<file path="src/rtl/sd_spi_pkg.sv">
// rtl/sd_spi_pkg.sv - shared SD SPI-mode command indices, R1 layout, FSM states and response lengths
package sd_spi_pkg;

  localparam logic [5:0] CMD0  = 6'd0;
  localparam logic [5:0] CMD8  = 6'd8;
  localparam logic [5:0] CMD41 = 6'd41;
  localparam logic [5:0] CMD55 = 6'd55;
  localparam logic [5:0] CMD58 = 6'd58;

  localparam int R1_IDLE_BIT    = 0;
  localparam int R1_ILLEGAL_BIT = 2;

  localparam int R1_LEN   = 1;
  localparam int R3_LEN   = 5;
  localparam int R7_LEN   = 5;
  localparam int RESP_MAX = 5;

  typedef enum logic [1:0] {
    ST_HUNT,
    ST_ARG,
    ST_CRC,
    ST_RESP
  } frame_state_t;

  function automatic logic [7:0] r1_byte(input logic idle, input logic illegal);
    logic [7:0] r;
    r = 8'h00;
    r[R1_IDLE_BIT]    = idle;
    r[R1_ILLEGAL_BIT] = illegal;
    return r;
  endfunction

endpackage

</file>
<file path="src/rtl/sd_spi_byte_io.sv">
// rtl/sd_spi_byte_io.sv - oversampled SPI mode-0 byte transceiver (synchronisers, edge detect, shift registers)
module sd_spi_byte_io (
  input  logic       clk,
  input  logic       rst,
  input  logic       spi_sclk,
  input  logic       spi_cs_n,
  input  logic       spi_mosi,
  output logic       spi_miso,
  output logic       selected,
  output logic [7:0] rx_byte,
  output logic       rx_strobe,
  input  logic [7:0] tx_byte,
  output logic       tx_load
);

  logic [1:0] sclk_sync;
  logic [1:0] cs_sync;
  logic [1:0] mosi_sync;
  logic       sclk_prev;
  logic [2:0] bit_cnt;
  logic [6:0] rx_shift;
  logic [7:0] tx_shift;
  logic       sclk_rise;
  logic       sclk_fall;

  assign selected  = ~cs_sync[1];
  assign sclk_rise = sclk_sync[1] & ~sclk_prev;
  assign sclk_fall = ~sclk_sync[1] & sclk_prev;
  assign spi_miso  = tx_shift[7];

  always_ff @(posedge clk) begin
    if (rst) begin
      sclk_sync <= 2'b00;
      cs_sync   <= 2'b11;
      mosi_sync <= 2'b11;
      sclk_prev <= 1'b0;
    end else begin
      sclk_sync <= {sclk_sync[0], spi_sclk};
      cs_sync   <= {cs_sync[0], spi_cs_n};
      mosi_sync <= {mosi_sync[0], spi_mosi};
      sclk_prev <= sclk_sync[1];
    end
  end

  // The next byte is fetched on the fall that ends a byte, so its MSB is on MISO before the next rise.
  always_ff @(posedge clk) begin
    rx_strobe <= 1'b0;
    tx_load   <= 1'b0;
    if (rst) begin
      bit_cnt  <= 3'd0;
      rx_shift <= 7'd0;
      rx_byte  <= 8'd0;
      tx_shift <= 8'hFF;
    end else if (!selected) begin
      bit_cnt  <= 3'd0;
      rx_shift <= 7'd0;
      tx_shift <= 8'hFF;
    end else begin
      if (sclk_rise) begin
        rx_shift <= {rx_shift[5:0], mosi_sync[1]};
        bit_cnt  <= bit_cnt + 3'd1;
        if (bit_cnt == 3'd7) begin
          rx_byte   <= {rx_shift, mosi_sync[1]};
          rx_strobe <= 1'b1;
        end
      end
      if (sclk_fall) begin
        if (bit_cnt == 3'd0) begin
          tx_shift <= tx_byte;
          tx_load  <= 1'b1;
        end else begin
          tx_shift <= {tx_shift[6:0], 1'b1};
        end
      end
    end
  end

endmodule

</file>
<file path="src/rtl/sd_spi_card_responder.sv">
// rtl/sd_spi_card_responder.sv - SPI-mode SD card responder: frame FSM, card state and R1/R3/R7 response buffer
module sd_spi_card_responder
  import sd_spi_pkg::*;
#(
  parameter logic [31:0] OCR        = 32'h40FF8000,
  parameter int          INIT_POLLS = 4,
  parameter int          NCR        = 1
) (
  input  logic        clk,
  input  logic        rst,
  input  logic        spi_sclk,
  input  logic        spi_cs_n,
  input  logic        spi_mosi,
  output logic        spi_miso,
  output logic        card_ready,
  output logic        cmd_valid,
  output logic [5:0]  cmd_index,
  output logic [31:0] cmd_arg
);

  localparam logic [3:0] NCR_W = 4'(NCR);

  logic         selected;
  logic [7:0]   rx_byte;
  logic         rx_strobe;
  logic [7:0]   tx_byte;
  logic         tx_load;

  frame_state_t state;
  frame_state_t state_next;
  logic [1:0]   arg_cnt;
  logic [5:0]   frame_index;
  logic [31:0]  arg_shift;
  logic         idle;
  logic         app;
  logic [7:0]   poll_cnt;
  logic [39:0]  resp_data;
  logic [2:0]   resp_len;
  logic [3:0]   resp_idx;
  logic [3:0]   resp_total;
  logic [2:0]   byte_sel;
  logic [39:0]  resp_shifted;

  logic         idle_n;
  logic         app_n;
  logic [7:0]   poll_n;
  logic         ready_n;
  logic [7:0]   r1;
  logic [31:0]  extra;
  logic [2:0]   len_n;

  sd_spi_byte_io u_byte_io (
    .clk       (clk),
    .rst       (rst),
    .spi_sclk  (spi_sclk),
    .spi_cs_n  (spi_cs_n),
    .spi_mosi  (spi_mosi),
    .spi_miso  (spi_miso),
    .selected  (selected),
    .rx_byte   (rx_byte),
    .rx_strobe (rx_strobe),
    .tx_byte   (tx_byte),
    .tx_load   (tx_load)
  );

  assign resp_total   = NCR_W + {1'b0, resp_len};
  assign byte_sel     = 3'(resp_idx - NCR_W);
  assign resp_shifted = resp_data << {byte_sel, 3'b000};

  always_comb begin
    state_next = state;
    if (!selected) begin
      state_next = ST_HUNT;
    end else if (rx_strobe) begin
      case (state)
        ST_HUNT: if (rx_byte[7:6] == 2'b01) state_next = ST_ARG;
        ST_ARG:  if (arg_cnt == 2'd3) state_next = ST_CRC;
        ST_CRC:  state_next = ST_RESP;
        // Leave only once the final response byte has been fully clocked out.
        ST_RESP: if (resp_idx == resp_total) state_next = ST_HUNT;
        default: state_next = ST_HUNT;
      endcase
    end
  end

  always_comb begin
    tx_byte = 8'hFF;
    if (state == ST_RESP && resp_idx >= NCR_W && resp_idx < resp_total) begin
      tx_byte = resp_shifted[39:32];
    end
  end

  always_comb begin
    idle_n  = idle;
    app_n   = 1'b0;
    poll_n  = poll_cnt;
    ready_n = card_ready;
    r1      = r1_byte(idle, 1'b1);
    extra   = 32'h0;
    len_n   = 3'(R1_LEN);
    case (frame_index)
      CMD0: begin
        idle_n  = 1'b1;
        poll_n  = 8'd0;
        ready_n = 1'b0;
        r1      = r1_byte(1'b1, 1'b0);
      end
      CMD8: begin
        r1    = r1_byte(idle, 1'b0);
        extra = {16'h0000, 4'h0, arg_shift[11:8], arg_shift[7:0]};
        len_n = 3'(R7_LEN);
      end
      CMD58: begin
        r1    = r1_byte(idle, 1'b0);
        extra = {card_ready, OCR[30:0]};
        len_n = 3'(R3_LEN);
      end
      CMD55: begin
        app_n = 1'b1;
        r1    = r1_byte(idle, 1'b0);
      end
      CMD41: begin
        if (app) begin
          if (poll_cnt != 8'hFF) poll_n = poll_cnt + 8'd1;
          if ((32'(poll_cnt) + 32'd1) >= 32'(INIT_POLLS)) begin
            idle_n  = 1'b0;
            ready_n = 1'b1;
            r1      = 8'h00;
          end else begin
            r1 = 8'h01;
          end
        end
      end
      default: ;
    endcase
  end

  always_ff @(posedge clk) begin
    if (rst) begin
      state       <= ST_HUNT;
      arg_cnt     <= 2'd0;
      frame_index <= 6'd0;
      arg_shift   <= 32'd0;
      idle        <= 1'b1;
      app         <= 1'b0;
      poll_cnt    <= 8'd0;
      card_ready  <= 1'b0;
      resp_data   <= 40'hFF_FFFF_FFFF;
      resp_len    <= 3'd0;
      resp_idx    <= 4'd0;
      cmd_valid   <= 1'b0;
      cmd_index   <= 6'd0;
      cmd_arg     <= 32'd0;
    end else begin
      state     <= state_next;
      cmd_valid <= 1'b0;
      if (rx_strobe) begin
        case (state)
          ST_HUNT: begin
            frame_index <= rx_byte[5:0];
            arg_cnt     <= 2'd0;
          end
          ST_ARG: begin
            arg_shift <= {arg_shift[23:0], rx_byte};
            arg_cnt   <= arg_cnt + 2'd1;
          end
          ST_CRC: begin
            cmd_valid  <= 1'b1;
            cmd_index  <= frame_index;
            cmd_arg    <= arg_shift;
            idle       <= idle_n;
            app        <= app_n;
            poll_cnt   <= poll_n;
            card_ready <= ready_n;
            resp_data  <= {r1, extra};
            resp_len   <= len_n;
            resp_idx   <= 4'd0;
          end
          default: ;
        endcase
      end
      if (tx_load && state == ST_RESP) resp_idx <= resp_idx + 4'd1;
    end
  end

endmodule

</file>
<file path="config.mk">
export PLATFORM = sky130hd
export DESIGN_NAME = sd_spi_card_responder
export DESIGN_NICKNAME = d
export VERILOG_FILES = /design/src/rtl/sd_spi_pkg.sv /design/src/rtl/sd_spi_byte_io.sv /design/src/rtl/sd_spi_card_responder.sv
export SDC_FILE = /design/constraint.sdc
export NUM_CORES = 1
export LEC_CHECK = 0
export CAP_MARGIN = 25
export CORE_MARGIN = 5
export CORE_UTILIZATION = 50
export DETAILED_ROUTE_END_ITERATION = 8
export PLACE_DENSITY = 0.74
export SKIP_CTS_REPAIR_TIMING = 1
export SLEW_MARGIN = 20
export SYNTH_ARGS = -nofsm -noshare
export SYNTH_HDL_FRONTEND = slang
export SYNTH_HIERARCHICAL = 1
export SYNTH_SLANG_ARGS = --single-unit
</file>
<file path="constraint.sdc">
create_clock -name clk -period 6.2 [get_ports clk]
set_input_delay 1.55 -clock clk [delete_from_list [all_inputs] [get_ports clk]]
set_output_delay 1.55 -clock clk [all_outputs]
set_load 0.05 [all_outputs]
</file>
## Word-level counts from Yosys, hierarchy flattened

Cells that the tools add are included.
Widths: inputs -> output; s select.

| cells by class | value |
|---|---|
| bitwise operators | 8 |
| magnitude comparators | 3 |
| muxes and demuxes | 28 |
| reduce and logical (&&, ||, !) cells | 25 |
| shifts and indexed selects | 1 |
| $add $sub $neg | 7 |
| equality and inequality tests | 18 |

Operators by type and width:

| kind | number |
|---|---|
| $pmux 32 s2 | 1 |
| $shl 40x6->40 | 1 |
| $mux 8 | 4 |
| $eq 6x6->1 const B | 3 |
| $pmux 8 s2 | 1 |
| $mux 4 | 3 |
| $ne 2x2->1 const B | 6 |
| $reduce_and 2->1 | 5 |
| $reduce_and 5->1 | 2 |
| $add 8x1->9 const B | 1 |
| $ge 9x3->1 const B | 1 |
| $mux 1 | 9 |
| $pmux 3 s3 | 1 |
| $reduce_or 3->1 | 3 |
| $add 8x1->8 const B | 1 |
| $ne 8x8->1 const B | 1 |
| $pmux 2 s4 | 1 |
| $reduce_bool 2->1 | 4 |
| $eq 2x2->1 const B | 3 |
| $eq 6x4->1 const B | 1 |
| $logic_not 6->1 | 1 |
| $mux 2 | 3 |
| $mux 3 | 2 |
| $not 1->1 | 6 |
| other kinds (19) | 26 |

| storage, ports and cells | value |
|---|---|
| output and inout port bits | 41 |
| logic and storage cells | 114 |
| input port bits | 5 |
| flip-flop bits (word level) | 174 |

## Depth between registers and ports, before layout

| depth | value |
|---|---|
| word-level depth | 5 |
| gate-level depth with buffers | 10 |
| gate-level depth less buffers | 9 |

## Modules after synthesis

The synthesis kept the hierarchy.

By module, submodules not included:

| module | cells an instance | area an instance (um2) | seq. area each (um2) | times used |
|---|---|---|---|---|
| sd_spi_card_responder | 604 | 4,860.9 | 2,302.2 | 1 |
| sd_spi_byte_io | 138 | 1,290.0 | 700.7 | 1 |

## Worst setup path after synthesis

OpenSTA, ideal clock, no wires.

| timing | value |
|---|---|
| path type | input to register |
| start | input port rst |
| end | register app |
| setup slack | 3.700 ns |
| setup time | 0.128 ns |
| data required time | 6.072 ns |
| path buffers | 3 |
| stages on the path | 4 |
| arrival time | 2.373 ns |
| cell sequence | clkbuf_1 > clkbuf_1 > clkbuf_1 > nor2_1 |

RTL lines:

| item | line | RTL |
|---|---|---|
| start: declaration | sd_spi_card_responder.sv:10 | `input logic rst,` |
| end signal: assignment | sd_spi_card_responder.sv:172 | `app <= app_n;` |
| end: declaration | sd_spi_card_responder.sv:35 | `logic app;` |

No word-level cell between the ends.

## Final worst setup path

| timing | value |
|---|---|
| start | register card_ready |
| end | output port card_ready |

RTL lines:

| item | line | RTL |
|---|---|---|
| start: declaration | sd_spi_card_responder.sv:15 | `output logic card_ready,` |
| start signal: assignment | sd_spi_card_responder.sv:174 | `card_ready <= ready_n;` |

No word-level cell between the ends.

==> results by group <==
Power and ir drop
  – Net Sw Frac: between 15 and 20%
  – Switching Power: roughly 400 uW
  – Clock share of power: 50.2%
  – Static Leak: ~0.0024 uW
  – VDD IR-drop max: 0.000207 V
  – Power per cell area: ~280 mW/mm^2
  – Total power: 1990 uW
  – Pint: ~1600 uW
  – Flop pwr share: 48.7%
  – Combinational Power Share: 1.1%

Global route
  – Met3 GRT Util: 5.59%
  – First-pass GRT wire length: around 23 mm
  – GRT busiest layer: met2
  – Vias in the first global route: between 4k and 5k
  – Largest net degree at the start of global routing: 85
  – Met1 usage: between 20% and 30%
  – Total track usage: around 20%
  – Initial antenna violation count: 0
  – Grt ovf: 0
  – Met2 Use GR: around 33%

Die
  – Site Rows: 40
  – Die X: roughly 120 um
  – Io pins: 46
  – Core area: approximately 0.012 mm^2
  – Die Height: ~120 um
  – Starting Density: roughly 51%
  – Full die area: about 0.015 mm^2

Timing
  – Skew final: about 0.0098 ns
  – Final hold viol count: 0
  – Unrepaired setup endpoints after global routing: no
  – Setup_tns: 0 ns
  – Final Setup Violations: 0
  – Tmin final: 3.12 ns
  – Crit share post-route: between 50% and 60%
  – Slew @ Worst Pin: about 0.81 ns
  – Fmax: roughly 0.32 GHz
  – Slew Limit Fails: 0
  – Rel. slew slack: a little under half

Logic synthesis
  – Synthesized area: approximately 0.006 mm^2
  – Seq/Total Area, Yosys: approximately half
  – Syn avg cell area: slightly above 8 um^2
  – Syn Inst Count: around 740
  – Number of synthesized flops with an enable pin: 0
  – Syn_nets: between 700 and 800
  – Top FF cell, synth: dfxtp_1
  – Yosys warns: 6
  – Synth unique cells: 64
  – Asr flop ratio synth: 0%
  – Yosys reg bits: 150

Routing
  – Pre-antenna DRT Iters: 5
  – Mean routed wirelength per cell: around 15 um
  – WL final: 13.9 mm
  – 1st-iter DRT viols: 310
  – Final ANT Viol Nets: 0
  – DRC viols: 0
  – Via density: about 5.5
  – Vias post-DR: 5081

Worst setup path
  – CP Launch Type: flop
  – CP required: roughly 4.7 ns
  – Worst-path maximum fanout: 3
  – Critical path type: reg2out
  – Setup crit start: card_ready
  – Worst Setup End Kind: primary output
  – Max stage delay cell, worst path: clkdlybuf4s50_1
  – Worst-path cell chain: clkdlybuf4s50_1
  – Slowest Stage Delay on Critical Path: between 0.8 and 0.9 ns
  – Worst EP arrival: around 1.6 ns
  – Reg2reg start: resp_idx[0]
  – Crit-path leading delay family: buffers and inverters
  – Bufs and invs on worst path: 1

Outcome
  – Status: completed

Placed design
  – Placed inst area: roughly 0.0066 mm^2
  – IO buf count: 45
  – HPWL after detailed placement: ~9.2 mm
  – Global placement routability congestion: about 0.82

Clock network
  – CTS tree: yes
  – CTS root buf: clkbuf_16
  – H-tree depth: 4
  – Clk slew on worst S/H paths: about 0.06 ns
  – Cts bufs inserted: 17
  – Clk_lat worst skew: between 0.4 and 0.5 ns
  – Deepest clock path buffer count: 2
  – # clock sinks: 150

Final layout
  – Most frequent cells in the layout: nand2_1 (199), dfxtp_1 (150), a21oi_1 (132), clkdlybuf4s50_1 (44), o21ai_0 (25)
  – # fillers: between 1k and 1.5k
  – Cell area after layout: between 0.007 and 0.008 mm^2
  – Area Overhead vs Synth: 16.7%
  – Final Net Count: a little under 800
  – Layout cells sized above 1: between 7 and 8%
  – Commonest non-fill, non-tap cell in the layout: nand2_1
  – Diode count: 0

Min path
  – Hold path start: u_byte_io/cs_sync[0]
  – Hold Path Class: reg2reg

Flow run
  – Max-cap violations: 0
worst paths after layout:
path | endpoint | slack, ns | depth (start not counted)
min reg2reg | u_byte_io/cs_sync[1] | 0.41 | 1
max reg2reg | u_byte_io/tx_shift[0] | 3.43 | 7
min | u_byte_io/cs_sync[1] | 0.41 | 1
max | card_ready | 3.08 | 1
per-stage QoR:
stage | setup slack (ns) | cells | utilization, % | hold WS [ns]
after floorplan | 3.70 | 742 | - | 0.389
after global placement | 2.94 | 888 | 54.9 | 0.396
after detailed placement | 2.92 | 888 | 54.9 | 0.399
after CTS | 3.06 | 919 | 59.7 | 0.413
after global routing | 3.00 | 919 | 59.7 | 0.429
final | 3.08 | 919 | 59.7 | 0.410
flip-flops by register name (all words and copies together) (netlist names), 2 cells and up:
name                 flops
arg_shift               32
cmd_arg                 32
resp_data               17
poll_cnt                 8
u_byte_io/rx_byte        8
u_byte_io/tx_shift       8
u_byte_io/rx_shift       7
cmd_index                6
frame_index              6
resp_idx                 4
u_byte_io/bit_cnt        3
arg_cnt                  2
resp_len                 2
state                    2
u_byte_io/cs_sync        2
u_byte_io/mosi_sync      2
u_byte_io/sclk_sync      2
power by group through the flow:
stage | Clock, uW | Combinational, uW | Sequential (uW)
5_1_grt | 1060 | 24.5 | 967
4_1_cts | 1010 | 22.0 | 967
3_3_place_gp | 0 | 21.5 | 988
3_5_place_dp | 0 | 21.8 | 988
6_report | 998 | 22.2 | 967
2_1_floorplan | 0 | 17.1 | 988
per-layer routing:
layer | vias to the layer above | wire (um)
met3 | 24 | 548
met5 | - | 0
met2 | 92 | 6790
met1 | 2414 | 6310
met4 | 0 | 255
li1 | 2551 | -
cell usage after synthesis (3+ instances only):
| cell | n | area share, % |
|---|---|---|
| a31oi_1 | 3 | 0.31 |
| dfxtp_1 | 150 | 49 |
| a311oi_1 | 5 | 0.71 |
| a21o_1 | 3 | 0.37 |
| ha_1 | 16 | 3.3 |
| nor2_1 | 23 | 1.4 |
| o21ai_0 | 25 | 2.0 |
| nor2b_1 | 9 | 0.92 |
| nand2_1 | 201 | 12 |
| nand2b_1 | 10 | 1.0 |
| buf_4 | 3 | 0.37 |
| buf_2 | 6 | 0.49 |
| xnor2_1 | 3 | 0.43 |
| nor3_1 | 5 | 0.41 |
| and3_1 | 4 | 0.41 |
| and2_1 | 4 | 0.41 |
| mux2i_1 | 10 | 1.6 |
| inv_1 | 14 | 0.85 |
| or2_2 | 4 | 0.41 |
| nand4_1 | 7 | 0.71 |
| buf_1 | 6 | 0.37 |
| clkbuf_1 | 31 | 1.9 |
| a21oi_1 | 132 | 11 |
| nand3_1 | 16 | 1.3 |
| a2bb2oi_1 | 7 | 1.0 |
layout make-up:
type                    instances  area, um^2  share of cell area, %
clock buffers                  23         478                   6.66
clock inverters                 8        98.8                   1.38
inverters                      14        52.6                  0.732
multi-input cells             529        2890                   40.3
flip-flops and latches        150        3000                   41.8
well taps                     147         184                   2.56
repair buffers                 48         470                   6.56
kinds of logic (layout without fill, tap and decap cells):
| group | Yosys count | after routing | share of synthesized area [%] |
|---|---|---|---|
| AND/OR/NAND/NOR | 304 | 304 | 22.7 |
| adder cells (fa/ha/maj) | 16 | 16 | 3.25 |
| XOR/XNOR | 5 | 5 | 0.712 |
| multiplexers | 13 | 13 | 2.60 |
| flip-flops | 150 | 150 | 48.8 |
| AO/OA/AOI/OAI | 191 | 191 | 17.6 |
| buffers and inverters | 63 | 93 | 4.31 |
No activity file was read; power rests on OpenSTA's default activity.
